<file path="config.mk">
export PLATFORM = sky130hd
export DESIGN_NAME = temporizador_lavagem
export DESIGN_NICKNAME = d
export VERILOG_FILES = /design/src/rtl/lavagem_pkg.sv /design/src/rtl/temporizador_lavagem_nivel_agua.sv /design/src/rtl/temporizador_lavagem.sv
export SDC_FILE = /design/constraint.sdc
export NUM_CORES = 1
export LEC_CHECK = 0
export ABC_CLOCK_PERIOD_IN_PS = 2200
export CAP_MARGIN = 25
export CORE_MARGIN = 2
export CORE_UTILIZATION = 52
export CTS_CLUSTER_DIAMETER = 80
export DETAILED_ROUTE_END_ITERATION = 7
export HOLD_SLACK_MARGIN = 0.15
export PLACE_DENSITY = 0.77
export SKIP_CTS_REPAIR_TIMING = 1
export SYNTH_ARGS = -nofsm -noshare
export SYNTH_HDL_FRONTEND = slang
export SYNTH_SLANG_ARGS = --single-unit
</file>
<file path="constraint.sdc">
create_clock -name clock -period 2.2 [get_ports clock]
set_input_delay 0.33 -clock clock [delete_from_list [all_inputs] [get_ports clock]]
set_output_delay 0.33 -clock clock [all_outputs]
set_load 0.05 [all_outputs]
</file>
<file path="src/rtl/lavagem_pkg.sv">
// Shared modes and default timings for the washing-machine plant model.
// Also reused by the controller bench.
package lavagem_pkg;

  typedef enum logic [2:0] {
    MODO_PARADO,
    MODO_ENCHER,
    MODO_AGITAR,
    MODO_GIRAR,
    MODO_CENTRIF
  } modo_e;

  localparam int NIVEL_MAX_DEF = 8;
  localparam int T_AGITAR1_DEF = 20;
  localparam int T_GIRAR_DEF   = 10;
  localparam int T_AGITAR2_DEF = 20;
  localparam int T_CENTRIF_DEF = 15;
  localparam int CONT_W_DEF    = 16;

  function automatic modo_e decodifica(
    input logic bomba,
    input logic centrif,
    input logic girar,
    input logic agitar
  );
    if (bomba)        return MODO_ENCHER;
    else if (centrif) return MODO_CENTRIF;
    else if (girar)   return MODO_GIRAR;
    else if (agitar)  return MODO_AGITAR;
    else              return MODO_PARADO;
  endfunction

endpackage

</file>
<file path="src/rtl/temporizador_lavagem_nivel_agua.sv">
// Saturating water-level counter with full/empty decode.
// Fills in ENCHER, drains in PARADO/CENTRIF, holds otherwise.
module nivel_agua
  import lavagem_pkg::*;
#(
  parameter int NIVEL_MAX = NIVEL_MAX_DEF
) (
  input  logic  clock,
  input  logic  reset_n,
  input  modo_e modo_i,
  output logic  cheio_o,
  output logic  vazio_o
);

  localparam int NW = $clog2(NIVEL_MAX + 1);
  localparam logic [NW-1:0] NMAX = NW'(NIVEL_MAX);

  logic [NW-1:0] nivel_q, nivel_d;

  always_comb begin
    nivel_d = nivel_q;
    case (modo_i)
      MODO_ENCHER:
        if (nivel_q != NMAX) nivel_d = nivel_q + 1'b1;
      MODO_PARADO, MODO_CENTRIF:
        if (nivel_q != '0) nivel_d = nivel_q - 1'b1;
      default: ;
    endcase
  end

  always_ff @(posedge clock or negedge reset_n) begin
    if (!reset_n) nivel_q <= '0;
    else          nivel_q <= nivel_d;
  end

  assign cheio_o = (nivel_q == NMAX);
  assign vazio_o = (nivel_q == '0);

endmodule

</file>
<file path="src/rtl/temporizador_lavagem.sv">
// Plant-side sensor/timer model for the washing-machine controller.
// Optional sticky illegal-command flag: define TEMPORIZADOR_ERRO_EN.
module temporizador_lavagem
  import lavagem_pkg::*;
#(
  parameter int NIVEL_MAX = NIVEL_MAX_DEF,
  parameter int T_AGITAR1 = T_AGITAR1_DEF,
  parameter int T_GIRAR   = T_GIRAR_DEF,
  parameter int T_AGITAR2 = T_AGITAR2_DEF,
  parameter int T_CENTRIF = T_CENTRIF_DEF,
  parameter int CONT_W    = CONT_W_DEF
) (
  input  logic clock,
  input  logic reset_n,
  input  logic bomba_agua,
  input  logic modo_agitar,
  input  logic modo_girar,
  input  logic modo_centrifugar,
  output logic cheio,
  output logic vazio,
  output logic tempo1,
  output logic tempo2,
  output logic tempo3,
  output logic secar,
  output logic erro_modo
);

  localparam logic [CONT_W-1:0] CNT_MAX = '1;

  modo_e modo, modo_ant_q;
  logic [CONT_W-1:0] cnt_q, cnt_d;
  logic ja_girou_q, ja_girou_d;
  logic t1_d, t2_d, t3_d, sec_d;
  logic t1_q, t2_q, t3_q, sec_q;

  assign modo = decodifica(bomba_agua, modo_centrifugar,
                           modo_girar, modo_agitar);

  nivel_agua #(.NIVEL_MAX(NIVEL_MAX)) u_nivel (
    .clock   (clock),
    .reset_n (reset_n),
    .modo_i  (modo),
    .cheio_o (cheio),
    .vazio_o (vazio)
  );

  always_comb begin
    cnt_d = cnt_q;
    if (modo != modo_ant_q)  cnt_d = CONT_W'(1);
    else if (cnt_q != CNT_MAX) cnt_d = cnt_q + 1'b1;

    ja_girou_d = ja_girou_q;
    if (modo == MODO_GIRAR)       ja_girou_d = 1'b1;
    else if (modo == MODO_ENCHER) ja_girou_d = 1'b0;

    // Agitation phase is chosen by the flag as it stood before this edge.
    t1_d  = (modo == MODO_AGITAR) && !ja_girou_q
            && (cnt_d >= CONT_W'(T_AGITAR1));
    t3_d  = (modo == MODO_AGITAR) && ja_girou_q
            && (cnt_d >= CONT_W'(T_AGITAR2));
    t2_d  = (modo == MODO_GIRAR)
            && (cnt_d >= CONT_W'(T_GIRAR));
    sec_d = (modo == MODO_CENTRIF)
            && (cnt_d >= CONT_W'(T_CENTRIF));
  end

  always_ff @(posedge clock or negedge reset_n) begin
    if (!reset_n) begin
      cnt_q      <= '0;
      modo_ant_q <= MODO_PARADO;
      ja_girou_q <= 1'b0;
      t1_q       <= 1'b0;
      t2_q       <= 1'b0;
      t3_q       <= 1'b0;
      sec_q      <= 1'b0;
    end else begin
      cnt_q      <= cnt_d;
      modo_ant_q <= modo;
      ja_girou_q <= ja_girou_d;
      t1_q       <= t1_d;
      t2_q       <= t2_d;
      t3_q       <= t3_d;
      sec_q      <= sec_d;
    end
  end

  assign tempo1 = t1_q;
  assign tempo2 = t2_q;
  assign tempo3 = t3_q;
  assign secar  = sec_q;

`ifdef TEMPORIZADOR_ERRO_EN
  logic erro_q, multi;

  assign multi = (bomba_agua & modo_agitar)
               | (bomba_agua & modo_girar)
               | (bomba_agua & modo_centrifugar)
               | (modo_agitar & modo_girar)
               | (modo_agitar & modo_centrifugar)
               | (modo_girar & modo_centrifugar);

  always_ff @(posedge clock or negedge reset_n) begin
    if (!reset_n)   erro_q <= 1'b0;
    else if (multi) erro_q <= 1'b1;
  end

  assign erro_modo = erro_q;
`else
  assign erro_modo = 1'b0;
`endif

endmodule
</file>
* Word-level counts from Yosys, hierarchy flattened
Cells that the tools add are included.
Operators by class: add/subtract/negate cells 3, magnitude comparators 3, equal/unequal tests 10, multiplexer cells 11, reductions and logical operators 14
Operators with widths (count):
- 16-bit by 4-bit greater-or-equal comparator with 1-bit output (second input constant) | 2
- 16-bit two-way mux | 2
- 16-bit by 1-bit adder with 16-bit output (second input constant) | 1
- 16-bit by 5-bit greater-or-equal comparator with 1-bit output (second input constant) | 1
- 16-bit != test (second input constant) | 1
- 4-bit two-way mux | 2
- 4-bit case mux with 2 select lines | 1
- 3-bit by 2-bit == test with 1-bit output (second input constant) | 2
- 1-bit logical AND | 6
- 3-bit two-way mux | 2
- 4-bit by 1-bit adder with 4-bit output (second input constant) | 1
- 4-bit == test (second input constant) | 1
- 4-bit logical NOT | 1
- 2-bit two-way mux | 2
- 2-bit by 1-bit != test with 1-bit output (second input constant) | 2
- 4-bit != test (second input constant) | 1
- 2-bit nonzero test | 2
- 4-bit nonzero test | 1
- 4-bit by 1-bit subtractor with 4-bit output (second input constant) | 1
- 3-bit by 1-bit == test with 1-bit output (second input constant) | 1
- 3-bit == test (second input constant) | 1
- 3-bit logical NOT | 1
- 3-bit != test | 1
- 3-bit AND reduction | 1
- other kinds (3) | 4
Word-level totals: register bits after elaboration 28, input bits 6, output and inout bits 7, word-level logic and storage cells 49

* Longest topological paths before layout
Gate-level depths: netlist of the first run.
depth in word-level cells 8, mapped depth 8, depth with buffers taken out 8

* Cells and area by module
From an unflattened synthesis of the first run, not the netlist that was laid out.
Second synthesis, totals: cells, all modules 183, area total of the unflattened synthesis 1883.1 sq um
Modules (own cells, without submodules):
- temporizador_lavagem | times used 1, cells each 162, area an instance 1607.8 sq um, sequential area each 600.6 sq um
- nivel_agua | times used 1, cells each 21, area an instance 275.3 sq um, sequential area each 100.1 sq um

* Worst setup path after synthesis of the first run
OpenSTA, ideal clock, no wires.
path kind reg-to-reg, start register cnt_q[0], end register sec_q (netlist: secar), setup time 0.126 ns, data arrival time 2.135 ns, required time 2.074 ns, setup slack -0.060 ns, cell stages (with the launch flop) 9, path buffers 1, clock period less this slack 2.260 ns, cells stage by stage dfrtp_1 -> ha_1 -> nand4_2 -> buf_2 -> nor4_2 -> xor2_1 -> nor3_1 -> nand4_4 -> o311a_1
Between the ends: longest elaborated chain between the ends 5, elaborated cells between the ends (all ways) 6, classes of those cells 1 x add/sub; 1 x order compare; 1 x eq/ne; 2 x mux; 1 x reduce/logical
RTL lines:
- from (decl) | RTL line temporizador_lavagem.sv:31 | logic [CONT_W-1:0] cnt_q, cnt_d;
- from (signal assigned) | RTL line temporizador_lavagem.sv:77 | cnt_q <= cnt_d;
- 16-bit by 1-bit adder with 16-bit output or 16-bit != test (tied branches) | RTL line temporizador_lavagem.sv:50 | else if (cnt_q != CNT_MAX) cnt_d = cnt_q + 1'b1;
- 16-bit two-way mux (*) | RTL line temporizador_lavagem.sv:50
- 16-bit two-way mux (*) | RTL line temporizador_lavagem.sv:49 | if (modo != modo_ant_q) cnt_d = CONT_W'(1);
- 16-bit by 4-bit greater-or-equal comparator with 1-bit output (*) | RTL line temporizador_lavagem.sv:64 | && (cnt_d >= CONT_W'(T_CENTRIF));
- 1-bit logical AND (*) | RTL line temporizador_lavagem.sv:64
- net sec_d | RTL line temporizador_lavagem.sv:33 | logic t1_d, t2_d, t3_d, sec_d;
- to (signal assigned) | RTL line temporizador_lavagem.sv:75 | sec_q <= 1'b0;
- to (signal assigned) | RTL line temporizador_lavagem.sv:83 | sec_q <= sec_d;
- to (decl) | RTL line temporizador_lavagem.sv:34 | logic t1_q, t2_q, t3_q, sec_q;
The timed path passes the listed nets; every way through them passes the cells marked *. A chain may end at the register's enable or synchronous reset.

* Worst setup path in the final report of the first run
start register cnt_q[1], end register t2_q (netlist: tempo2)
Between the ends: longest elaborated chain between the ends 5, elaborated cells between the ends (all ways) 6, classes of those cells 1 x add/sub; 1 x order compare; 1 x eq/ne; 2 x mux; 1 x reduce/logical
RTL lines:
- 16-bit by 1-bit adder with 16-bit output or 16-bit != test (tied branches) | RTL line temporizador_lavagem.sv:50
- 16-bit two-way mux (*) | RTL line temporizador_lavagem.sv:50
- 16-bit two-way mux (*) | RTL line temporizador_lavagem.sv:49
- 16-bit by 4-bit greater-or-equal comparator with 1-bit output (*) | RTL line temporizador_lavagem.sv:62 | && (cnt_d >= CONT_W'(T_GIRAR));
- 1-bit logical AND (*) | RTL line temporizador_lavagem.sv:62
- net t2_d | RTL line temporizador_lavagem.sv:33
- to (signal assigned) | RTL line temporizador_lavagem.sv:81 | t2_q <= t2_d;
- to (decl) | RTL line temporizador_lavagem.sv:34
Marked as above.

==> results of run 1 <==
[metrics by stage]
stage               hold slack (ps)  utilization [%]
floorplan                      34.4                -
CTS                             358             67.5
detailed placement              522             66.3
finish                          359             69.4
global route                    378             69.4
global placement                498             66.3
[power groups by stage]
stage,clock (mW),combinational (mW),sequential [mW]
2_1_floorplan,0,0.246,0.610
3_3_place_gp,0,0.383,0.616
3_5_place_dp,0,0.407,0.621
4_1_cts,0.259,0.409,0.611
5_1_grt,0.284,0.441,0.620
6_report,0.250,0.407,0.612
[logic make-up after synthesis]
logic type	synth area share, %
AND/OR/NAND/NOR	29.8
AO/OA/AOI/OAI	14.4
flip-flops	40.8
buffers and inverters	4.08
XOR/XNOR	5.60
adder cells (fa/ha/maj)	3.35
multiplexers	1.82
other	0.218
[synthesized netlist by cell type (3+ instances only)]
| cell | instances | area share [%] |
|---|---|---|
| o21ai_0 | 11 | 3.2 |
| dfrtp_1 | 28 | 41 |
| nor3_1 | 14 | 4.1 |
| nor2_1 | 24 | 5.2 |
| ha_1 | 3 | 2.2 |
| nand3_1 | 5 | 1.5 |
| a21oi_1 | 7 | 2.0 |
| xor2_1 | 8 | 4.1 |
| inv_1 | 6 | 1.3 |
| nor2b_1 | 4 | 1.5 |
| nand2_1 | 14 | 3.1 |
| xnor2_1 | 3 | 1.5 |
| or3_1 | 3 | 1.1 |
[sequential cells by signal, summed over array words and instances (netlist names)]
register         flops
secar                1
modo_ant_q           3
tempo2               1
u_nivel.nivel_q      4
cnt_q               16
tempo3               1
tempo1               1
ja_girou_q           1
[layout make-up]
type | count | area [um^2]
Timing Repair Buffer | 37 | 325
Sequential cell | 28 | 706
Clock buffer | 4 | 36.3
Inverter | 6 | 22.5
Multi-Input combinational cell | 141 | 1010
Fill cell | 251 | 948
Tap cell | 44 | 55.1
[worst min path at each step]
| stage | cells after the start | endpoint | from | slack, ps |
|---|---|---|---|---|
| after floorplan | 0 | cnt_q[0]$_DFF_PN0_ | reset_n | 30 |
| after global placement | 2 | u_nivel.nivel_q[2]$_DFFE_PN0P_ | u_nivel.nivel_q[2]$_DFFE_PN0P_ | 500 |
| after detailed placement | 2 | ja_girou_q$_DFFE_PN0P_ | ja_girou_q$_DFFE_PN0P_ | 520 |
| after CTS | 2 | cnt_q[10]$_DFF_PN0_ | reset_n | 360 |
| after global routing | 2 | cnt_q[15]$_DFF_PN0_ | reset_n | 380 |
| final | 2 | cnt_q[10]$_DFF_PN0_ | reset_n | 360 |
[cells in the final DEF, fill, tap and decap left out, drive strengths merged, types with 2 or more instances in the layout]
master          n
a21oi           7
and3            2
and4            2
buf            28
clkbuf          4
clkdlybuf4s50   9
dfrtp          28
ha              3
inv             6
mux2i           2
nand2          14
nand3           6
nand3b          2
nand4           5
nor2           24
nor2b           4
nor3           14
nor3b           2
nor4            3
o2111a          2
o21ai          12
o21bai          2
o311a           2
or2             3
or3             4
xnor2           3
xor2            8
[critical path, delay by kind of cell (launching register included)]
kind,cells,cell delay (ps)
AO/OA/AOI/OAI,3,690
AND/OR/NAND/NOR,3,750
flip-flops,1,380
adder cells (fa/ha/maj),1,220
[routing by layer]
layer  GRT usage, %  vias up
met4           10.0        0
met3           3.15       13
met1           31.5      750
met5              0        -
met2           38.6       64
li1               -      725
==> results.json, run 1 <==
{
  "r2r_slack_ps": 60,
  "antenna_cells": 0,
  "worstPathArrival_ps": 2360,
  "comb_power_share_pct": 32.1,
  "die_w_um": 61.5,
  "netlist_area_um2": 1720,
  "grt_max_degree": 29,
  "crit_top_cell": "nand4_4",
  "finalPower_mw": 1.27,
  "first_global_vias": 1488,
  "critPathLaunch": "cnt_q[1]$_DFF_PN0_",
  "drive_gt1_share_pct": 27.3,
  "synth_edf_count": 0,
  "r2r_start": "cnt_q[1]$_DFF_PN0_",
  "cp-end-kind": "register",
  "setup_slack_ps": 60.9,
  "fp.dieArea_um2": 3780,
  "p_switching_mw": 0.398,
  "grt_pass1_wl_um": 6650,
  "power_frac_clock_pct": 19.7,
  "finalMaxSlewViolations": 0,
  "status": "finished clean",
  "critPathRequiredTime_ps": 2420,
  "detailed_place_hpwl_um": 2920,
  "yosysSeqAreaShare_pct": 40.8,
  "cts_tree": "built",
  "setup.worst_path.end": "tempo2$_DFF_PN0_",
  "yosysWarnings": 0,
  "route.detailed.drc": 0,
  "antenna_found_initial": 0,
  "io_buffers": 11,
  "dp_cells": 256,
  "fin_setup_tns_ps": 0,
  "grtUsageTotal_pct": 23.6,
  "drt_iter0_drc": 144,
  "ant_nets": 0,
  "clkTransAtPathRegs_ps": 150,
  "crit_fanout": 4,
  "placed_area_um2": 2060,
  "path_cells": "ha_2 -> nand4_4 -> or4_4 -> a21oi_2 -> o221a_2 -> nand4_4 -> o311a_1",
  "dr.pass1.iters": 4,
  "syn_inst": 182,
  "vias": 1552,
  "min_period_ps": 2140,
  "wirelength_um": 4120,
  "io_pins": 13,
  "cts_buffer_depth": 2,
  "clock_skew_ps": 1.65,
  "slew_headroom_pct": 66.6,
  "vias_per_cell": 5.97,
  "hold_violations": 0,
  "worst-setup-path-type": "reg -> reg",
  "ys_async_sr_fraction_pct": 100,
  "setup_violations": 0,
  "clkLatencyLatePin_ps": 320,
  "nNetsFinal": 227,
  "worstMarginPinSlew_ps": 499,
  "area_delta_synth_final_pct": 25.3,
  "wl_met3_um": 216,
  "p_sw_share_pct": 31.4,
  "fp-row-count": 20,
  "cts-buffers-inserted": 3,
  "worst_r2r_path_depth": 7,
  "irDropWorstVdd_uv": 538,
  "min_period_over_period_pct": 97.2,
  "startpoint_type": "register",
  "core_area_um2": 3100,
  "rsz0062_at_grt": "yes",
  "p_leak_nw": 0.998,
  "die_h_um": 61.5,
  "gp_congestion": 0.897,
  "synth_cell_types": 53,
  "htreeDepth": 1,
  "dr.max_layer_used": "met4",
  "intPower_mw": 0.871,
  "hold_class": "in -> async",
  "met1_length_um": 1740,
  "met2WireLength_um": 2050,
  "maxCapViolCount": 0,
  "clock-sinks": 28,
  "r2r-end": "tempo2$_DFF_PN0_",
  "ys_ff_latch": 28,
  "cpPeakStageDelay_ps": 500,
  "final_cells": 260,
  "wire_per_inst_um": 15.8,
  "power_frac_seq_pct": 48.2,
  "syn_avg_cell_area_um2": 9.45,
  "max_freq_mhz": 467,
  "ys.flop_type": "dfrtp_1",
  "final_area_um2": 2150,
  "critPathSlowestCell": "or4_4",
  "cts_root_buf": "clkbuf_4",
  "overflow": 0,
  "powerDensity_nw_per_um2": 589,
  "dp_slack_ps": -85.7,
  "start_util_pct": 55.4,
  "syn_nets": 192
}
Power figures use the tool's default switching activity.
==> run 2, diff against run 1 <==
- PLACE_DENSITY: 0.77 -> 0.85
- SLEW_MARGIN: unset -> 20
==> run 2 against run 1 <==
Net effect: cell area is 0.75% higher; largest power group unchanged; first-iteration DRC count is 32% lower; power is 3.3% higher.
==> results.json, run 2 (synthesis gave the netlist of run 1 again) <==
{
  "status": "finished clean",
  "r2r_start": "cnt_q[1]$_DFF_PN0_",
  "startpoint_type": "register",
  "route.detailed.drc": 0,
  "critPathLaunch": "cnt_q[1]$_DFF_PN0_",
  "p_leak_nw": 0.995,
  "r2r_slack_ps": 30,
  "largest_register": "cnt_q",
  "crit_fanout": 4,
  "top_regs": "cnt_q (16), u_nivel.nivel_q (4), modo_ant_q (3)",
  "grtUsageTotal_pct": 22.4,
  "first_global_vias": 1467,
  "fp.dieArea_um2": 3780,
  "cp-end-kind": "register",
  "maxCapViolCount": 0,
  "rsz0062_at_grt": "yes",
  "dp_cells": 253,
  "hold_class": "in -> async",
  "finalMaxSlewViolations": 0,
  "crit_top_cell": "nand4_4",
  "clkTransAtPathRegs_ps": 160,
  "cpPeakStageDelay_ps": 510,
  "io_pins": 13,
  "overflow": 0,
  "htreeDepth": 1,
  "vias_per_cell": 5.88,
  "core_area_um2": 3100,
  "r2r-end": "secar$_DFF_PN0_",
  "grt_pass1_wl_um": 6310,
  "cts_root_buf": "clkbuf_4",
  "wirelength_um": 4030,
  "wire_per_inst_um": 15.4,
  "worstPathArrival_ps": 2400,
  "antenna_cells": 0,
  "detailed_place_hpwl_um": 2950,
  "worst-setup-path-type": "reg -> reg",
  "hold_violations": 0,
  "area_delta_synth_final_pct": 26.3,
  "clock-sinks": 28,
  "cts-buffers-inserted": 3,
  "drive_gt1_share_pct": 27.6,
  "min_period_over_period_pct": 98.5,
  "cts_tree": "built",
  "final_cells": 261,
  "nNetsFinal": 228,
  "fp-row-count": 20,
  "nFillCells": 249,
  "path_cells": "ha_4 -> nand4_4 -> or4_4 -> a21oi_2 -> o221a_2 -> nand4_4 -> o311a_1",
  "cts_buffer_depth": 2,
  "io_buffers": 11,
  "clock_skew_ps": 16.2,
  "layout_common_cells": "buf_4 (28), dfrtp_1 (24), nor2_1 (23)",
  "worstMarginPinSlew_ps": 500,
  "cp.depth": 7,
  "die_h_um": 61.5,
  "final_common_cell": "buf_4",
  "slew_headroom_pct": 66.6,
  "drt_iter0_drc": 98,
  "finalPower_mw": 1.31,
  "grt_max_degree": 29,
  "crit_buf_inv": 0,
  "dr.pass1.iters": 5,
  "setup.worst_path.end": "secar$_DFF_PN0_",
  "min_period_ps": 2170,
  "powerDensity_nw_per_um2": 604,
  "antenna_found_initial": 0,
  "clkLatencyLatePin_ps": 330,
  "critPathSlowestCell": "or4_4",
  "gp_congestion": 0.926,
  "worst_r2r_path_depth": 7,
  "largest_reg_flops": 16,
  "critPathRequiredTime_ps": 2430,
  "ant_nets": 0,
  "start_util_pct": 55.4,
  "path_delay_family": "simple AND/OR/NAND/NOR gates",
  "vias": 1535,
  "irDropWorstVdd_uv": 592,
  "max_freq_mhz": 461,
  "setup_violations": 0,
  "die_w_um": 61.5
}
-- run 2: area by class of cell --
cell class	instances	area [um^2]	area share (%)
Timing Repair Buffer	38	312	14.4
Sequential cell	28	706	32.5
Clock buffer	3	22.5	1.04
Clock inverter	1	30.0	1.38
Multi-Input combinational cell	141	1020	47.1
Inverter	6	22.5	1.04
Tap cell	44	55.1	2.54
-- run 2: metrics by stage --
| stage | worst slack [ps] | setup TNS (ps) | instance area [um^2] | hold WS, ps | utilization, % |
|---|---|---|---|---|---|
| floorplan | 16.8 | 0 | 1720 | 34.4 | - |
| global placement | -7.22 | -8.16 | 2010 | 507 | 64.8 |
| detailed placement | -128 | -424 | 2010 | 523 | 64.8 |
| CTS | -104 | -307 | 2060 | 362 | 66.5 |
| global route | -84.2 | -194 | 2170 | 391 | 70.0 |
| finish | 32.4 | 0 | 2170 | 353 | 70.0 |
-- run 2: power by group --
group          total, mW  switching [mW]  leakage [nW]  internal [mW]
Sequential         0.613          0.0485         0.365          0.564
Clock              0.333           0.149        0.0279          0.184
Combinational      0.366           0.196         0.602          0.170
Total               1.31           0.393         0.995          0.918
-- run 2: worst min path at each step --
stage                                   start                        endpoint  slack, ps  depth (start not counted)
2_1_floorplan                         reset_n              cnt_q[0]$_DFF_PN0_         30                          0
5_1_grt                               reset_n         modo_ant_q[2]$_DFF_PN0_        390                          2
6_report                              reset_n              cnt_q[8]$_DFF_PN0_        350                          2
3_5_place_dp           ja_girou_q$_DFFE_PN0P_          ja_girou_q$_DFFE_PN0P_        520                          2
4_1_cts                               reset_n              cnt_q[5]$_DFF_PN0_        360                          2
3_3_place_gp   u_nivel.nivel_q[2]$_DFFE_PN0P_  u_nivel.nivel_q[2]$_DFFE_PN0P_        510                          2
-- run 2: routing by layer --
layer / part of all wire (%) / routed length, um / up-vias / track usage [%]
met5: 0 / 0 / - / 0
met1: 40 / 1620 / 749 / 28.0
met3: 5.4 / 218 / 8 / 2.31
met4: 1.4 / 55 / 0 / 8.81
met2: 53 / 2130 / 58 / 39.7
li1: - / - / 720 / -
-- run 2: worst register-to-register path: stages (launching register included) --
cell and delay, ps:
dfrtp_1 430, ha_4 180, nand4_4 120, or4_4 510, a21oi_2 140, o221a_2 230, nand4_4 130, o311a_1 330
==> run 3, diff against run 2 <==
- REMOVE_ABC_BUFFERS: unset -> 1
==> run 3 against run 2 <==
Net effect: the run now ends with negative setup slack left; power is 7.8% lower; worst hold slack worse by 8.6 ps; maximum frequency is 2.1% lower; clock power is 35% lower; largest power group unchanged; via count is 4.8% higher; critical path depth stayed put; clock skew is 8.4 ps lower; core utilization is 0.60 points lower.
==> results.json, run 3 (synthesis gave the netlist of run 1 again) <==
{
  "status": "finished, violations left",
  "wirelength_um": 4110,
  "ant_nets": 0,
  "die_h_um": 61.5,
  "r2r_slack_ps": -10,
  "max_freq_mhz": 452,
  "crit_fanout": 4,
  "hold_violations": 0,
  "dr.pass1.iters": 5,
  "finalMaxSlewViolations": 0,
  "cts_buffer_depth": 2,
  "setup_slack_ps": -13.1,
  "powerDensity_nw_per_um2": 562,
  "maxCapViolCount": 0,
  "io_buffers": 11,
  "grt_pass1_wl_um": 6820,
  "die_w_um": 61.5,
  "grt_max_degree": 29,
  "final_common_cell": "buf_4",
  "layout_common_cells": "buf_4 (32), nor2_1 (24), dfrtp_1 (24)",
  "critPathLaunch": "cnt_q[1]$_DFF_PN0_",
  "fin_setup_tns_ps": -13.1,
  "antenna_cells": 0,
  "rsz0062_at_grt": "yes",
  "route.detailed.drc": 0,
  "violations": "negative setup slack",
  "cts-buffers-inserted": 3,
  "min_period_ps": 2210,
  "clkTransAtPathRegs_ps": 150,
  "r2r-end": "secar$_DFF_PN0_",
  "worst-setup-path-type": "reg -> reg",
  "clock_skew_ps": 7.80,
  "start_util_pct": 55.4,
  "htreeDepth": 1,
  "detailed_place_hpwl_um": 2950,
  "p_leak_nw": 0.993,
  "io_pins": 13,
  "worstPathArrival_ps": 2450,
  "area_delta_synth_final_pct": 25.2,
  "vias_per_cell": 6.09,
  "dp_slack_ps": -140,
  "drt_iter0_drc": 92,
  "vias": 1608,
  "first_global_vias": 1561,
  "largest_reg_flops": 16,
  "slew_headroom_pct": 66.6,
  "finalPower_mw": 1.21,
  "nNetsFinal": 232,
  "fp-row-count": 20,
  "startpoint_type": "register",
  "setup_violations": 1,
  "r2r_start": "cnt_q[1]$_DFF_PN0_",
  "grtUsageTotal_pct": 24.1,
  "hold_class": "in -> async",
  "core_area_um2": 3100,
  "wire_per_inst_um": 15.6,
  "fp.dieArea_um2": 3780,
  "worst_r2r_path_depth": 7,
  "min_period_over_period_pct": 101,
  "drive_gt1_share_pct": 27.7,
  "overflow": 0,
  "cts_tree": "built",
  "largest_register": "cnt_q",
  "clkLatencyLatePin_ps": 330,
  "critPathRequiredTime_ps": 2430,
  "worstMarginPinSlew_ps": 500,
  "cts_root_buf": "clkbuf_4",
  "antenna_found_initial": 0,
  "irDropWorstVdd_uv": 521,
  "nFillCells": 223,
  "clock-sinks": 28,
  "top_regs": "cnt_q (16), u_nivel.nivel_q (4), modo_ant_q (3)",
  "cp-end-kind": "register",
  "gp_congestion": 0.868
}
run 3: changes by cell type in the layout (fill, tap and decap cells not counted), sizes merged:
cell    delta
buf        +4
bufinv     -1
run 3: per-stage QoR:
stage	std cells	hold WS (ps)	instance area, um^2	util (%)
2_1_floorplan	175	34.4	1670	-
3_3_place_gp	257	493	2030	65.6
3_5_place_dp	257	549	2030	65.6
4_1_cts	260	366	2060	66.3
5_1_grt	264	387	2150	69.4
6_report	264	344	2150	69.4
run 3: layout make-up:
type	instances	area (um^2)	share of cell area [%]
repair buffers	42	342	15.9
well taps	44	55.1	2.56
clock buffers	3	22.5	1.05
multi-input cells	141	1000	46.7
inverters	6	22.5	1.05
flip-flops and latches	28	706	32.8
run 3: worst max-delay path by stage:
stage          cells after the start               end  slack [ps]
6_report                           7   secar$_DFF_PN0_         -10
2_1_floorplan                      7   secar$_DFF_PN0_        -140
4_1_cts                            8   secar$_DFF_PN0_        -180
3_5_place_dp                       8   secar$_DFF_PN0_        -140
5_1_grt                            7  tempo2$_DFF_PN0_         -70
3_3_place_gp                       7   secar$_DFF_PN0_         -60
run 3: critical path, stage by stage (launching register included):
cell,delay [ps]
dfrtp_1,430
buf_4,140
and3_1,220
and3_2,260
nand3_1,100
a221oi_2,450
nand4_4,170
o311a_1,340
run 3: report_power, final:
group | total (mW) | leakage (nW) | internal, mW | switching [mW]
combinational | 0.380 | 0.614 | 0.184 | 0.196
clock | 0.217 | 0.0138 | 0.0644 | 0.153
sequential | 0.612 | 0.365 | 0.564 | 0.0479
run 3: routing by layer:
metal / global-route usage, % / wire, um
met1: 31.2 / 1630
met2: 41.4 / 2070
met5: 0 / 0
met4: 8.51 / 133
met3: 3.36 / 284
